===== src/rtl/kbd_char_fifo_if.sv =====
// Keyboard-character FIFO bus: keyboard-handler push side, CPU pop side and status flags.
// master = producer/consumer environment, slave = kbd_char_fifo.
interface kbd_char_fifo_if #(
  parameter int DEPTH_LOG2 = 4
);
  logic                  key_new;
  logic                  key_is_ascii;
  logic [7:0]            key_ascii;
  logic [7:0]            key_scan;
  logic                  key_ctrl;
  logic                  rd_req;
  logic                  clr_overflow;
  logic [7:0]            rd_data;
  logic                  rd_valid;
  logic                  empty;
  logic                  full;
  logic [DEPTH_LOG2:0]   count;
  logic                  overflow;

  modport master (
    output key_new, key_is_ascii, key_ascii, key_scan, key_ctrl, rd_req, clr_overflow,
    input  rd_data, rd_valid, empty, full, count, overflow
  );

  modport slave (
    input  key_new, key_is_ascii, key_ascii, key_scan, key_ctrl, rd_req, clr_overflow,
    output rd_data, rd_valid, empty, full, count, overflow
  );
endinterface


===== src/rtl/kbd_char_fifo.sv =====
// Maps keyboard-handler strobes to terminal characters and buffers them in a circular FIFO.
// Optional feature macro: KBD_CTRLCODE_EN (Ctrl+letter pushes the control code char & 8'h1F).
module kbd_char_fifo #(
  parameter int DEPTH_LOG2 = 4
) (
  input logic            clk,
  input logic            clr,
  kbd_char_fifo_if.slave bus
);
  localparam int                  DEPTH      = 1 << DEPTH_LOG2;
  localparam logic [DEPTH_LOG2:0] FULL_COUNT = (DEPTH_LOG2 + 1)'(DEPTH);
  localparam logic [DEPTH_LOG2:0] CNT_ZERO   = '0;
  localparam logic [DEPTH_LOG2:0] CNT_ONE    = (DEPTH_LOG2 + 1)'(1);
  localparam logic [DEPTH_LOG2-1:0] PTR_ONE  = DEPTH_LOG2'(1);

  logic [7:0]            mem_q [DEPTH];
  logic [DEPTH_LOG2-1:0] wr_ptr_q, wr_ptr_d;
  logic [DEPTH_LOG2-1:0] rd_ptr_q, rd_ptr_d;
  logic [DEPTH_LOG2:0]   count_q,  count_d;
  logic [7:0]            rd_data_q, rd_data_d;
  logic                  rd_valid_q, rd_valid_d;
  logic                  overflow_q, overflow_d;

  logic                  char_vld_s;
  logic [7:0]            char_s;
  logic                  full_s;
  logic                  pop_s;
  logic                  push_s;

  function automatic logic is_letter(input logic [7:0] c);
    return ((c >= 8'h41) && (c <= 8'h5A)) || ((c >= 8'h61) && (c <= 8'h7A));
  endfunction

  // Control keys take precedence over the handler's ASCII output
  always_comb begin
    char_vld_s = 1'b0;
    char_s     = 8'h00;
    if (bus.key_new) begin
      case (bus.key_scan)
        8'h5A:   begin char_vld_s = 1'b1; char_s = 8'h0A; end
        8'h66:   begin char_vld_s = 1'b1; char_s = 8'h08; end
        8'h0D:   begin char_vld_s = 1'b1; char_s = 8'h09; end
        8'h76:   begin char_vld_s = 1'b1; char_s = 8'h1B; end
        default: begin
          if (bus.key_is_ascii) begin
            char_vld_s = 1'b1;
`ifdef KBD_CTRLCODE_EN
            if (bus.key_ctrl && is_letter(bus.key_ascii)) begin
              char_s = bus.key_ascii & 8'h1F;
            end else begin
              char_s = bus.key_ascii;
            end
`else
            char_s = bus.key_ascii;
`endif
          end else begin
            char_vld_s = 1'b0;
          end
        end
      endcase
    end else begin
      char_vld_s = 1'b0;
    end
  end

`ifndef KBD_CTRLCODE_EN
  logic unused_ctrl_s;
  assign unused_ctrl_s = bus.key_ctrl ^ is_letter(bus.key_ascii);
`endif

  assign full_s = (count_q == FULL_COUNT);
  assign pop_s  = bus.rd_req && (count_q != CNT_ZERO);
  // A pop on a full FIFO frees the slot within the same edge
  assign push_s = char_vld_s && (!full_s || pop_s);

  // Next-state for pointers, occupancy, read port and sticky overflow
  always_comb begin
    wr_ptr_d   = push_s ? (wr_ptr_q + PTR_ONE) : wr_ptr_q;
    rd_ptr_d   = pop_s  ? (rd_ptr_q + PTR_ONE) : rd_ptr_q;
    rd_data_d  = pop_s  ? mem_q[rd_ptr_q] : rd_data_q;
    rd_valid_d = pop_s;
    case ({push_s, pop_s})
      2'b10:   count_d = count_q + CNT_ONE;
      2'b01:   count_d = count_q - CNT_ONE;
      default: count_d = count_q;
    endcase
    if (char_vld_s && !push_s) begin
      overflow_d = 1'b1;
    end else if (bus.clr_overflow) begin
      overflow_d = 1'b0;
    end else begin
      overflow_d = overflow_q;
    end
  end

  // Control state with asynchronous reset
  always_ff @(posedge clk or posedge clr) begin
    if (clr) begin
      wr_ptr_q   <= '0;
      rd_ptr_q   <= '0;
      count_q    <= '0;
      rd_data_q  <= 8'h00;
      rd_valid_q <= 1'b0;
      overflow_q <= 1'b0;
    end else begin
      wr_ptr_q   <= wr_ptr_d;
      rd_ptr_q   <= rd_ptr_d;
      count_q    <= count_d;
      rd_data_q  <= rd_data_d;
      rd_valid_q <= rd_valid_d;
      overflow_q <= overflow_d;
    end
  end

  // Storage array; contents are meaningless once the pointers are reset
  always_ff @(posedge clk) begin
    if (push_s) begin
      mem_q[wr_ptr_q] <= char_s;
    end
  end

  assign bus.rd_data  = rd_data_q;
  assign bus.rd_valid = rd_valid_q;
  assign bus.count    = count_q;
  assign bus.empty    = (count_q == CNT_ZERO);
  assign bus.full     = full_s;
  assign bus.overflow = overflow_q;
endmodule


===== src/flat_wrapper.sv =====
// flat-port wrapper written by rule: the top's interface ports become plain ports
module kbd_char_fifo_flat 
#(
  parameter int DEPTH_LOG2 = 4
)
  (clk, clr, bus_key_new, bus_key_is_ascii, bus_key_ascii, bus_key_scan, bus_key_ctrl, bus_rd_req, bus_clr_overflow, bus_rd_data, bus_rd_valid, bus_empty, bus_full, bus_count, bus_overflow);
  kbd_char_fifo_if #(.DEPTH_LOG2(DEPTH_LOG2)) bus_i ();
  input logic clk;
  input logic clr;
  input wire logic [$bits(bus_i.key_new)-1:0] bus_key_new;
  input wire logic [$bits(bus_i.key_is_ascii)-1:0] bus_key_is_ascii;
  input wire logic [$bits(bus_i.key_ascii)-1:0] bus_key_ascii;
  input wire logic [$bits(bus_i.key_scan)-1:0] bus_key_scan;
  input wire logic [$bits(bus_i.key_ctrl)-1:0] bus_key_ctrl;
  input wire logic [$bits(bus_i.rd_req)-1:0] bus_rd_req;
  input wire logic [$bits(bus_i.clr_overflow)-1:0] bus_clr_overflow;
  output wire logic [$bits(bus_i.rd_data)-1:0] bus_rd_data;
  output wire logic [$bits(bus_i.rd_valid)-1:0] bus_rd_valid;
  output wire logic [$bits(bus_i.empty)-1:0] bus_empty;
  output wire logic [$bits(bus_i.full)-1:0] bus_full;
  output wire logic [$bits(bus_i.count)-1:0] bus_count;
  output wire logic [$bits(bus_i.overflow)-1:0] bus_overflow;
  assign bus_i.key_new = bus_key_new;
  assign bus_i.key_is_ascii = bus_key_is_ascii;
  assign bus_i.key_ascii = bus_key_ascii;
  assign bus_i.key_scan = bus_key_scan;
  assign bus_i.key_ctrl = bus_key_ctrl;
  assign bus_i.rd_req = bus_rd_req;
  assign bus_i.clr_overflow = bus_clr_overflow;
  assign bus_rd_data = bus_i.rd_data;
  assign bus_rd_valid = bus_i.rd_valid;
  assign bus_empty = bus_i.empty;
  assign bus_full = bus_i.full;
  assign bus_count = bus_i.count;
  assign bus_overflow = bus_i.overflow;
  kbd_char_fifo #(.DEPTH_LOG2(DEPTH_LOG2)) u_core (.clk(clk), .clr(clr), .bus(bus_i));
endmodule

===== config.mk =====
export PLATFORM = sky130hd
export DESIGN_NAME = kbd_char_fifo_flat
export DESIGN_NICKNAME = d
export VERILOG_FILES = /design/src/rtl/kbd_char_fifo_if.sv /design/src/rtl/kbd_char_fifo.sv /design/src/flat_wrapper.sv
export SDC_FILE = /design/constraint.sdc
export NUM_CORES = 1
export LEC_CHECK = 0
export CORE_MARGIN = 2
export CORE_UTILIZATION = 35
export CTS_CLUSTER_SIZE = 14
export DETAILED_ROUTE_END_ITERATION = 12
export SYNTH_ARGS = -nofsm -noshare
export SYNTH_HDL_FRONTEND = slang
export SYNTH_SLANG_ARGS = --single-unit

===== constraint.sdc =====
create_clock -name clk -period 5.14 [get_ports clk]
set_input_delay 1.028 -clock clk [delete_from_list [all_inputs] [get_ports clk]]
set_output_delay 1.028 -clock clk [all_outputs]
set_load 0.1 [all_outputs]

==> key figures, run 1 <==
CTS
  • H-tree depth: 4
  • Post-cts hold buffer count: 0
  • Clk root buf: clkbuf_16
  • Bufs on Longest Clock Path: 2
  • Post-CTS Setup Inserts: 0
  • CTS clk-pin slew, worst paths: 0.06 ns
  • Clock sink total: about 150
  • CTS tree: built
  • Clock Latency Late Sink: approximately 0.41 ns
  • Total CTS buffers: 17
  • Post-CTS sizing: 0

Routing
  • Via density: between 5 and 6
  • Residual DRC: 0
  • Routed length per instance: ~19 um
  • ANT nets after route: 0
  • Via Count: between 3000 and 4000
  • 1st-iter DRT viols: between 200 and 250
  • Final Routed Wirelength: about 13 mm
  • DR pass1 iterations: 4

Die
  • Initial Utilization: a little over a third
  • Die width: 140 um
  • I/O pin total: 40
  • Die ar.: 0.0195 mm^2
  • Core Region: about 0.018 mm^2
  • Row cnt: roughly 50
  • Die height: approximately 140 um

Power and ir drop
  • Tot Pwr: around 0.0045 W
  • Leakage power: roughly 2.7 nW
  • Power Density: 582 mW/mm^2
  • Maximum VDD drop: a little under 0.0004 V

Timing
  • Measured slew at the worst slew-check pin: approximately 1.2 ns
  • Fin crit share: a little over 70%
  • Worst hold slack: between 0.4 and 0.5 ns
  • Fin Clk Skew: around 0.007 ns
  • Unrepaired setup endpoints after global routing: no
  • Final min period: ~3.7 ns
  • Final setup vio count: 0
  • Setup TNS Final: 0 ns
  • Relative slew slack: 18.0%
  • Fmax: approximately 270 MHz
  • Hold Vio Cnt, Final: 0
  • Final Max Tran Viols: 0

Yosys
  • Post-Syn Nets: roughly 400
  • Share of synthesized registers carrying an async set or reset: between 15 and 20%
  • Commonest register cell after synthesis: edfxtp_1
  • #FFs+latches synth: 151
  • Yosys warns: 0
  • Syn Area/Cell: 17.7 um^2
  • Netlist cell types: 55
  • Share of the synthesized area in the top cell type: about 60%
  • Seq/Total Area, Yosys: between 60% and 70%
  • Ranking of synthesized cells by area: edfxtp_1 (60%), mux4_2 (11%), dfrtp_1 (9.0%)
  • Post-Synthesis Cells: between 300 and 400
  • Number of flops mapped to enable cells by yosys: ~130
  • Cell taking the most area after synthesis: edfxtp_1
  • Synthesized area: around 0.0064 mm^2

Placed design
  • Post-Place Cell Area: between 0.007 and 0.008 mm^2
  • GP Congestion: 0.860
  • IO Port Bufs: 38
  • Post-DP HPWL: around 8 mm

Global routing
  • Total track usage: around 14%
  • Vias in the first global route: roughly 3500
  • Initial antenna violation count: 0
  • Global-route wire length before repair: between 15 and 20 mm
  • GR Overflow Total: 0
  • Largest net degree at the start of global routing: 35

Run
  • Max Cap Viol: 0

Critical path
  • Worst path required time: 4.11 ns
  • Crit path launch type: flip-flop
  • CP Max Fanout: 5
  • Crit. End Element: output port
  • Internal reg-to-reg setup slack: approximately 1.7 ns
  • Reg2reg start: u_core.bus.count[0]
  • FF-to-FF End: u_core.bus.count[4]
  • Data arrival, critical path: roughly 2.7 ns
  • Type of the worst setup path: reg -> out
  • R2R depth: 9

Outcome
  • Status: finished clean

Finish
  • Synthesis-to-layout area growth: 20.9%
  • Layout cells sized above 1: between 20 and 25%
  • Fill count: approximately 1600
  • Layout Cell Area excl Fill: 0.00777 mm^2
  • Diode count: 0
  • Number of nets in the layout: 447

Min path
  • Worst Hold Launch: u_core.bus.rd_data[2]
  • Hold WC Path Type: reg -> reg
  • Worst Hold End: u_core.bus.rd_data[2]
  • Hold path depth: 2
-- layout by cell type (no fill, tap or decap), types with 10 or more instances in the layout --
master,n
nand3_1,17
clkbuf_16,17
nor2_1,14
nand2_1,18
edfxtp_1,128
mux4_2,31
inv_1,14
buf_4,11
mux2i_1,10
dfrtp_1,22
clkdlybuf4s50_1,38
-- registers in the layout (all words and copies together), names as in the netlist --
register / count
u_core.wr_ptr_q: 4
u_core.bus.rd_data: 8
u_core.mem_q: 128
u_core.rd_ptr_q: 4
u_core.bus.overflow: 1
u_core.bus.rd_valid: 1
u_core.bus.count: 5
-- where the power goes --
| group | total [W] | leakage, nW | switching, W | internal (W) |
|---|---|---|---|---|
| combinational | 0.00138 | 0.893 | 0.000822 | 0.000563 |
| sequential | 0.00167 | 1.46 | 0.000210 | 0.00147 |
| clock | 0.00146 | 0.344 | 0.000462 | 0.00100 |
-- layout make-up --
type                    count  area (um^2)  share of cell area, %
clock buffers              17          425                   5.47
inverters                  15         56.3                  0.724
flip-flops and latches    151         4420                   56.9
well taps                 229          287                   3.69
multi-input cells         181         1840                   23.7
clock inverters            15          280                   3.61
repair buffers             49          463                   5.96
-- layer usage --
layer | part of all wire, % | track usage, % | up-vias
li1 | - | - | 1546
met1 | 44 | 17.9 | 1721
met2 | 51 | 22.7 | 77
met3 | 4.1 | 2.79 | 9
met4 | 1.1 | 5.90 | 0
met5 | 0 | 0 | -
-- critical path, cell delays in order (launching register included) --
cell and delay (ns):
dfrtp_1 0.42, or4_4 0.57, nor2_1 0.13, clkdlybuf4s50_1 1.15
-- synthesized netlist by cell type, types with 2 or more instances --
cell	count
dfrtp_1	23
nand4_1	2
nand2_1	18
nor2_1	14
buf_6	3
nand2b_1	2
mux2i_1	10
and4bb_2	2
nor3_1	4
mux2_2	8
buf_2	6
ha_1	8
o311ai_1	8
nand3_1	17
o211ai_1	3
a21oi_1	6
o2bb2ai_1	2
xnor2_1	7
inv_1	14
and3_1	2
mux4_2	31
clkbuf_1	4
xor2_1	3
a21oi_2	2
and2_1	2
edfxtp_1	128
and3b_1	3
nor3b_1	5
-- stage by stage --
step	cells	worst slack, ns	util [%]
finish	657	1.42	43.3
CTS	657	1.38	43.3
global placement	625	1.23	39.3
detailed placement	625	1.18	39.3
global route	657	1.31	43.3
floorplan	364	1.40	-
-- cell families after synthesis --
| group | count (synthesis) | synth area share, % |
|---|---|---|
| AO/OA/AOI/OAI | 31 | 3.85 |
| XOR/XNOR | 10 | 1.36 |
| adder cells (fa/ha/maj) | 9 | 1.87 |
| buffers and inverters | 32 | 2.67 |
| flip-flops | 151 | 68.8 |
| multiplexers | 51 | 14.4 |
| AND/OR/NAND/NOR | 80 | 7.09 |
-- how the worst max path moves through the flow --
stage / slack (ns) / from / cells past startpoint / end
CTS: 1.38 / u_core.bus.count[0] / 3 / bus_empty
detailed placement: 1.18 / bus_key_scan[5] / 11 / u_core.bus.count[4]
floorplan: 1.40 / u_core.bus.count[0] / 2 / bus_empty
finish: 1.42 / u_core.bus.count[0] / 3 / bus_empty
global route: 1.31 / u_core.bus.count[0] / 3 / bus_empty
global placement: 1.23 / bus_key_scan[5] / 11 / u_core.bus.count[4]
Power figures use the tool's default switching activity.
==> run 2, diff against run 1 <==
==> constraint.sdc (replaced) <==
create_clock -name clk -period 3.1 [get_ports clk]
set_input_delay 0.62 -clock clk [delete_from_list [all_inputs] [get_ports clk]]
set_output_delay 0.62 -clock clk [all_outputs]
set_load 0.1 [all_outputs]
==> run 2 against run 1 <==
Effect of this change: clock skew decreased by 0.0015 ns; worst setup slack worse by 1.2 ns; final area increased by 1.1%; utilization up 0.46 points; non-clock buffer count increased by 38; critical path type is now in -> reg; critical endpoint is now u_core.bus.count[4]; largest power group unchanged; highest routed layer unchanged.
==> key figures, run 2 (synthesis gave the netlist of run 1 again) <==
Outcome
  • Status: finished clean (unchanged)

Power and ir drop
  • Maximum VDD drop: 0.000781 V (was 0.000386 V)
  • Sw Ratio: 36.2% (was 33.0%)
  • Internal power: 0.00444 W (was 0.00303 W)
  • Leakage power: 2.81 nW (was 2.70 nW)
  • NetSw: 0.00252 W (was 0.00149 W)
  • Seq pwr share: 40.2% (was 37.0%)
  • Combinational share of power: 34.2% (was 30.6%)
  • Power Density: 886 mW/mm^2 (was 582 mW/mm^2)
  • Clk pwr share: 25.6% (was 32.4%)

Die
  • Row cnt: 49 (unchanged)
  • Initial Utilization: 35.8% (unchanged)
  • Die ar.: 0.0195 mm^2 (unchanged)
  • I/O pin total: 40 (unchanged)
  • Die width: 140 um (unchanged)
  • Die height: 140 um (unchanged)
  • Core Region: 0.0180 mm^2 (unchanged)

Placed design
  • IO Port Bufs: 38 (unchanged)
  • Post-Place Cell Area: 0.00734 mm^2 (was 0.00707 mm^2)
  • Pre-CTS WS: -0.281 ns (was 1.18 ns)
  • GP Congestion: 0.749 (was 0.860)
  • Post-DP HPWL: 8.80 mm (was 8.06 mm)

Routing
  • Residual DRC: 0 (unchanged)
  • Routed length per instance: 19.0 um (was 19.1 um)
  • Final Routed Wirelength: 13.2 mm (was 12.5 mm)
  • 1st-iter DRT viols: 248 (was 235)
  • Via Count: 3497 (was 3353)
  • DR pass1 iterations: 5 (was 4)
  • ANT nets after route: 0 (unchanged)
  • Via density: 5.03 (was 5.10)

Critical path
  • Data arrival, critical path: 3.14 ns (was 2.69 ns)
  • Worst path required time: 3.38 ns (was 4.11 ns)
  • CP Capture Point: u_core.bus.count[4] (was bus_empty)
  • Setup crit start: bus_key_scan[5] (was u_core.bus.count[0])
  • Crit. End Element: flip-flop (was output port)
  • CP Max Fanout: 4 (was 5)
  • R2R depth: 9 (unchanged)
  • FF-to-FF End: u_core.bus.count[4] (unchanged)
  • Crit path launch type: input port (was flip-flop)
  • Reg2reg start: u_core.bus.count[0] (unchanged)
  • Internal reg-to-reg setup slack: 0.44 ns (was 1.73 ns)
  • Type of the worst setup path: in -> reg (was reg -> out)

Run
  • Max Cap Viol: 0 (unchanged)

Timing
  • Final WS setup: 0.243 ns (was 1.42 ns)
  • Relative slew slack: 40.3% (was 18.0%)
  • Final Max Tran Viols: 0 (unchanged)
  • Final setup vio count: 0 (unchanged)
  • Measured slew at the worst slew-check pin: 0.896 ns (was 1.22 ns)
  • Fmax: ~350 MHz
  • Unrepaired setup endpoints after global routing: no (unchanged)
  • Fin crit share: between 90% and 100%
  • Fin Clk Skew: 0.00538 ns (was 0.00689 ns)
  • Final min period: between 2 and 3 ns
  • Hold Vio Cnt, Final: 0 (unchanged)

Global routing
  • Vias in the first global route: 3731 (was 3467)
  • Initial antenna violation count: 0 (unchanged)
  • Largest net degree at the start of global routing: 20 (was 35)
  • Total track usage: 14.5% (was 13.8%)
  • Global-route wire length before repair: 21.0 mm (was 19.7 mm)
  • GR Overflow Total: 0 (unchanged)

Finish
  • Most frequent cells in the layout: edfxtp_1 (128), buf_4 (64), mux4_2 (31) (was edfxtp_1 (128), clkdlybuf4s50_1 (38), mux4_2 (31))
  • Layout cells sized above 1: 32.6% (was 22.4%)
  • Diode count: 0 (unchanged)
  • Synthesis-to-layout area growth: 22.2% (was 20.9%)
  • Layout Cell Area excl Fill: 0.00786 mm^2 (was 0.00777 mm^2)
  • Number of nets in the layout: 485 (was 447)
  • Commonest non-fill, non-tap cell in the layout: edfxtp_1 (unchanged)
  • Fill count: 1603 (was 1570)
  • Max reg flops: 128 (unchanged)
  • Reg with most FFs: u_core.mem_q (unchanged)

CTS
  • CTS tree: built (unchanged)
  • CTS clk-pin slew, worst paths: 0.06 ns (about the same)
  • Bufs on Longest Clock Path: 2 (unchanged)
  • Clock sink total: 151 (unchanged)
  • Post-cts hold buffer count: 0 (unchanged)
  • Clk root buf: clkbuf_16 (unchanged)
  • Post-CTS Setup Inserts: 0 (unchanged)
  • Clock Latency Late Sink: 0.41 ns (about the same)
  • Total CTS buffers: 17 (unchanged)
  • H-tree depth: 4 (unchanged)

Min path
  • Hold WC Path Type: reg -> reg (unchanged)
==> run 2: what timing repair did <==
action,CTS,global route
setup endpoints to repair,0,1
endpoints found under the hold margin,0,0
gates resized for setup,0,1
==> run 2: cell type report <==
type | instances | area, um^2 | area share (%)
Multi-Input combinational cell | 181 | 1840 | 23.4
Inverter | 15 | 56.3 | 0.717
Sequential cell | 151 | 4430 | 56.3
Clock buffer | 19 | 433 | 5.51
Clock inverter | 13 | 82.6 | 1.05
Tap cell | 229 | 287 | 3.65
Timing Repair Buffer | 87 | 731 | 9.30
==> run 2: routing by layer <==
layer | GRT usage (%) | vias to the layer above | routed length [um] | part of all wire (%)
li1 | - | 1619 | - | -
met1 | 19.1 | 1792 | 5870 | 44
met3 | 3.13 | 14 | 573 | 4.3
met5 | 0 | - | 0 | 0
met4 | 5.05 | 0 | 221 | 1.7
met2 | 23.9 | 72 | 6540 | 50
==> run 2: worst min path at each step <==
stage / startpoint / endpoint / depth (start not counted)
final: u_core.bus.rd_data[0] / u_core.bus.rd_data[0] / 2
after global placement: u_core.bus.rd_data[3] / u_core.bus.rd_data[3] / 2
after floorplan: u_core.wr_ptr_q[1] / u_core.wr_ptr_q[1] / 1
after detailed placement: u_core.bus.rd_data[0] / u_core.bus.rd_data[0] / 2
after CTS: u_core.bus.rd_data[0] / u_core.bus.rd_data[0] / 2
after global routing: u_core.bus.rd_data[6] / u_core.bus.rd_data[6] / 2
==> run 2: worst max-delay path, cell delays in order <==
cell	delay, ns
clkdlybuf4s50_1	0.54
and4bb_2	0.30
o21ai_4	0.17
a21oi_4	0.08
nor2_2	0.17
inv_1	0.08
fa_1	0.39
nand2b_1	0.18
a211oi_1	0.22
o311ai_0	0.18
o211ai_1	0.13
nand3_1	0.09
==> run 2: per-stage QoR <==
stage	hold slack [ns]	power (W)	instances	utilization [%]	TNS, ns
after floorplan	0.532	0.00462	364	-	0
after global placement	0.487	0.00521	663	40.9	-0.140
after detailed placement	0.496	0.00526	663	40.9	-0.438
after CTS	0.509	0.00705	695	43.7	0
after global routing	0.546	0.00731	695	43.7	0
final	0.509	0.00696	695	43.7	0
==> run 2: power by group through the flow <==
stage          logic, W  registers (W)  clock network, W
4_1_cts         0.00241        0.00281           0.00182
3_5_place_dp    0.00241        0.00285                 0
5_1_grt         0.00254        0.00285           0.00192
3_3_place_gp    0.00237        0.00284                 0
2_1_floorplan   0.00142        0.00320                 0
6_report        0.00238        0.00280           0.00178
==> run 3, diff against run 2 <==
--- a/config.mk
+++ b/config.mk
@@ -9,6 +9,7 @@
 export CORE_UTILIZATION = 35
 export CTS_CLUSTER_SIZE = 14
 export DETAILED_ROUTE_END_ITERATION = 12
+export SKIP_CTS_REPAIR_TIMING = 1
 export SYNTH_ARGS = -nofsm -noshare
 export SYNTH_HDL_FRONTEND = slang
 export SYNTH_SLANG_ARGS = --single-unit
==> constraint.sdc (replaced) <==
create_clock -name clk -period 3.3 [get_ports clk]
set_input_delay 0.66 -clock clk [delete_from_list [all_inputs] [get_ports clk]]
set_output_delay 0.66 -clock clk [all_outputs]
set_load 0.1 [all_outputs]
==> run 3 against run 2 <==
Effect of this change: largest cell class unchanged; worst hold slack worse by 0.0047 ns; worst setup slack better by 0.14 ns; sequential share of layout area decreased by 0.13 points; register-to-register slack better by 0.21 ns; utilization hardly changed; routed wire length shrank 1.9%.
==> key figures, run 3 (synthesis gave the netlist of run 1 again) <==
Routing
  • ANT nets after route: 0 (unchanged)
  • 1st-iter DRT viols: 278 (was 248)
  • Via density: 5.08 (was 5.03)
  • DR pass1 iterations: 4 (was 5)
  • Residual DRC: 0 (unchanged)
  • Via Count: 3484 (was 3497)
  • Final Routed Wirelength: 13.0 mm (was 13.2 mm)
  • Routed length per instance: 18.9 um (was 19.0 um)

Global routing
  • Global-route wire length before repair: 20.4 mm (was 21.0 mm)
  • Largest net degree at the start of global routing: 20 (unchanged)
  • Total track usage: 14.2% (was 14.5%)
  • GR Overflow Total: 0 (unchanged)
  • Vias in the first global route: 3508 (was 3731)
  • Initial antenna violation count: 0 (unchanged)

Finish
  • Most frequent cells in the layout: edfxtp_1 (128), buf_4 (56), mux4_2 (31) (was edfxtp_1 (128), buf_4 (64), mux4_2 (31))
  • Synthesis-to-layout area growth: 22.4% (was 22.2%)
  • Commonest non-fill, non-tap cell in the layout: edfxtp_1 (unchanged)
  • Max reg flops: 128 (unchanged)
  • Diode count: 0 (unchanged)
  • Layout cells sized above 1: 31.3% (was 32.6%)
  • Post-route insts no fill: 686 (was 695)
  • Multi-input gate area: 0.00184 mm^2 (about the same)
  • Number of nets in the layout: 476 (was 485)
  • Reg area: 0.00442 mm^2 (was 0.00443 mm^2)
  • Fill count: 1561 (was 1603)
  • Reg with most FFs: u_core.mem_q (unchanged)
  • Core Util, Final: 43.8% (was 43.7%)

Critical path
  • Delay-heaviest family, CP: simple AND/OR/NAND/NOR gates (was compound AO/OA/AOI/OAI gates)
  • Crit path launch type: input port (unchanged)
  • Type of the worst setup path: in -> reg (unchanged)
  • Critical-path cell list: clkdlybuf4s50_1 -> and4bb_2 -> o21ai_4 -> a21oi_4 -> nor2_1 -> inv_1 -> fa_1 -> nand2b_1 -> a211oi_1 -> o311ai_0 -> o211ai_1 -> nand3_1 (was clkdlybuf4s50_1 -> and4bb_2 -> o21ai_4 -> a21oi_4 -> nor2_2 -> inv_1 -> fa_1 -> nand2b_1 -> a211oi_1 -> o311ai_0 -> o211ai_1 -> nand3_1)
  • Crit-path max cell delay: 0.53 ns (was 0.54 ns)
  • Crit. End Element: flip-flop (unchanged)
  • Reg2reg start: u_core.bus.count[0] (unchanged)
  • Setup crit start: bus_key_scan[5] (unchanged)
  • CP Buf/Inv Count: 2 (unchanged)
  • Data arrival, critical path: 3.22 ns (was 3.14 ns)
  • Worst path required time: 3.60 ns (was 3.38 ns)
  • Crit path max-delay cell type: clkdlybuf4s50_1 (unchanged)
  • CP Max Fanout: 4 (unchanged)

CTS
  • Bufs on Longest Clock Path: 2 (unchanged)
  • CTS clk-pin slew, worst paths: 0.06 ns (about the same)
  • Clk root buf: clkbuf_16 (unchanged)
  • Total CTS buffers: 17 (unchanged)
  • Clock sink total: 151 (unchanged)
  • H-tree depth: 4 (unchanged)
  • Clock Latency Late Sink: 0.42 ns (was 0.41 ns)
  • CTS tree: built (unchanged)

Timing
  • Final WS setup: 0.379 ns (was 0.243 ns)
  • Final setup vio count: 0 (unchanged)
  • Final min period: 2.92 ns
  • Fmax: about 340 MHz
  • Relative slew slack: 19.4% (was 40.3%)
  • Measured slew at the worst slew-check pin: 1.21 ns (was 0.896 ns)
  • Hold Vio Cnt, Final: 0 (unchanged)
  • Fin Clk Skew: 0.00861 ns (was 0.00538 ns)
  • Fin crit share: between 80 and 90%
  • Unrepaired setup endpoints after global routing: no (unchanged)
  • Final Max Tran Viols: 0 (unchanged)
  • Setup TNS Final: 0 ns (unchanged)

Power and ir drop
  • Internal power: 0.00441 W (was 0.00444 W)
  • Maximum VDD drop: 0.000548 V (was 0.000781 V)
  • Seq pwr share: 38.3% (was 40.2%)
  • Power Density: 864 mW/mm^2 (was 886 mW/mm^2)
  • Leakage power: 2.82 nW (was 2.81 nW)
  • NetSw: 0.00239 W (was 0.00252 W)
  • Combinational share of power: 32.7% (was 34.2%)
  • Clk pwr share: 29.1% (was 25.6%)
  • Sw Ratio: 35.1% (was 36.2%)

Die
  • Initial Utilization: 35.8% (unchanged)
  • Die height: 140 um (unchanged)
  • Row cnt: 49 (unchanged)
  • I/O pin total: 40 (unchanged)
  • Die width: 140 um (unchanged)
  • Die ar.: 0.0195 mm^2 (unchanged)
  • Core Region: 0.0180 mm^2 (unchanged)

Min path
  • Hold WC Path Type: reg -> reg (unchanged)
  • Worst Hold Launch: u_core.bus.rd_data[4] (was u_core.bus.rd_data[0])

Placed design
  • Pre-CTS WS: -0.0595 ns (was -0.281 ns)
  • Placed Cells incl. Taps: 654 (was 663)
  • GP Congestion: 0.786 (was 0.749)
  • Post-DP HPWL: 8.40 mm (was 8.80 mm)
  • IO Port Bufs: 38 (unchanged)

Run
  • Max Cap Viol: 0 (unchanged)

Outcome
  • Status: finished clean (unchanged)
[run 3: cell types whose count changed in the layout (fill, tap and decap cells not counted), moves of 2 or more]
cell | previous run | this run
clkinv_4 | 2 | 4
clkinv_1 | 3 | 0
dfrtp_1 | 18 | 22
dfrtp_2 | 5 | 1
clkbuf_1 | 2 | 0
bufinv_16 | 0 | 3
clkinvlp_4 | 4 | 2
buf_4 | 64 | 56
[run 3: tightest hold or removal path, cell delays in order (launching register included)]
cell and delay, ns:
dfrtp_1 0.34, nand2_1 0.05, o311ai_1 0.07
[run 3: power by group through the flow]
| stage | registers (W) | logic (W) | clock network, W |
|---|---|---|---|
| global placement | 0.00263 | 0.00223 | 0 |
| global route | 0.00265 | 0.00237 | 0.00209 |
| CTS | 0.00261 | 0.00225 | 0.00201 |
| detailed placement | 0.00264 | 0.00225 | 0 |
| finish | 0.00260 | 0.00222 | 0.00197 |
| floorplan | 0.00300 | 0.00134 | 0 |
[run 3: final timing paths]
check                      slack, ns               endpoint  cells after the start
hold reg to reg                 0.50  u_core.bus.rd_data[4]                      2
setup reg to reg                0.65    u_core.bus.count[4]                      9
min in group asynchronous       0.57    u_core.bus.count[0]                      2
hold / removal                  0.50  u_core.bus.rd_data[4]                      2
setup / recovery                0.38    u_core.bus.count[4]                     12
max in group asynchronous       2.13     u_core.rd_ptr_q[0]                      3
[run 3: cell type report]
type,instances,share of cell area (%)
sequential,151,56.2
multi-input combinational,181,23.4
timing repair buffer,78,8.27
clock buffer,18,5.58
tap,229,3.64
clock inverter,14,2.20
inverter,15,0.716
[run 3: per-stage QoR]
stage	power, W	hold WS, ns	cell area, um^2
2_1_floorplan	0.00434	0.532	6430
3_3_place_gp	0.00486	0.488	7250
3_5_place_dp	0.00489	0.499	7250
4_1_cts	0.00687	0.512	7870
5_1_grt	0.00711	0.524	7870
6_report	0.00679	0.504	7870
[run 3: metal layers]
metal / vias up / part of all wire [%] / GRT usage [%]
met5: - / 0 / 0
li1: 1605 / - / -
met2: 86 / 49 / 23.1
met4: 0 / 1.3 / 4.52
met3: 14 / 5.4 / 4.47
met1: 1779 / 44 / 18.1
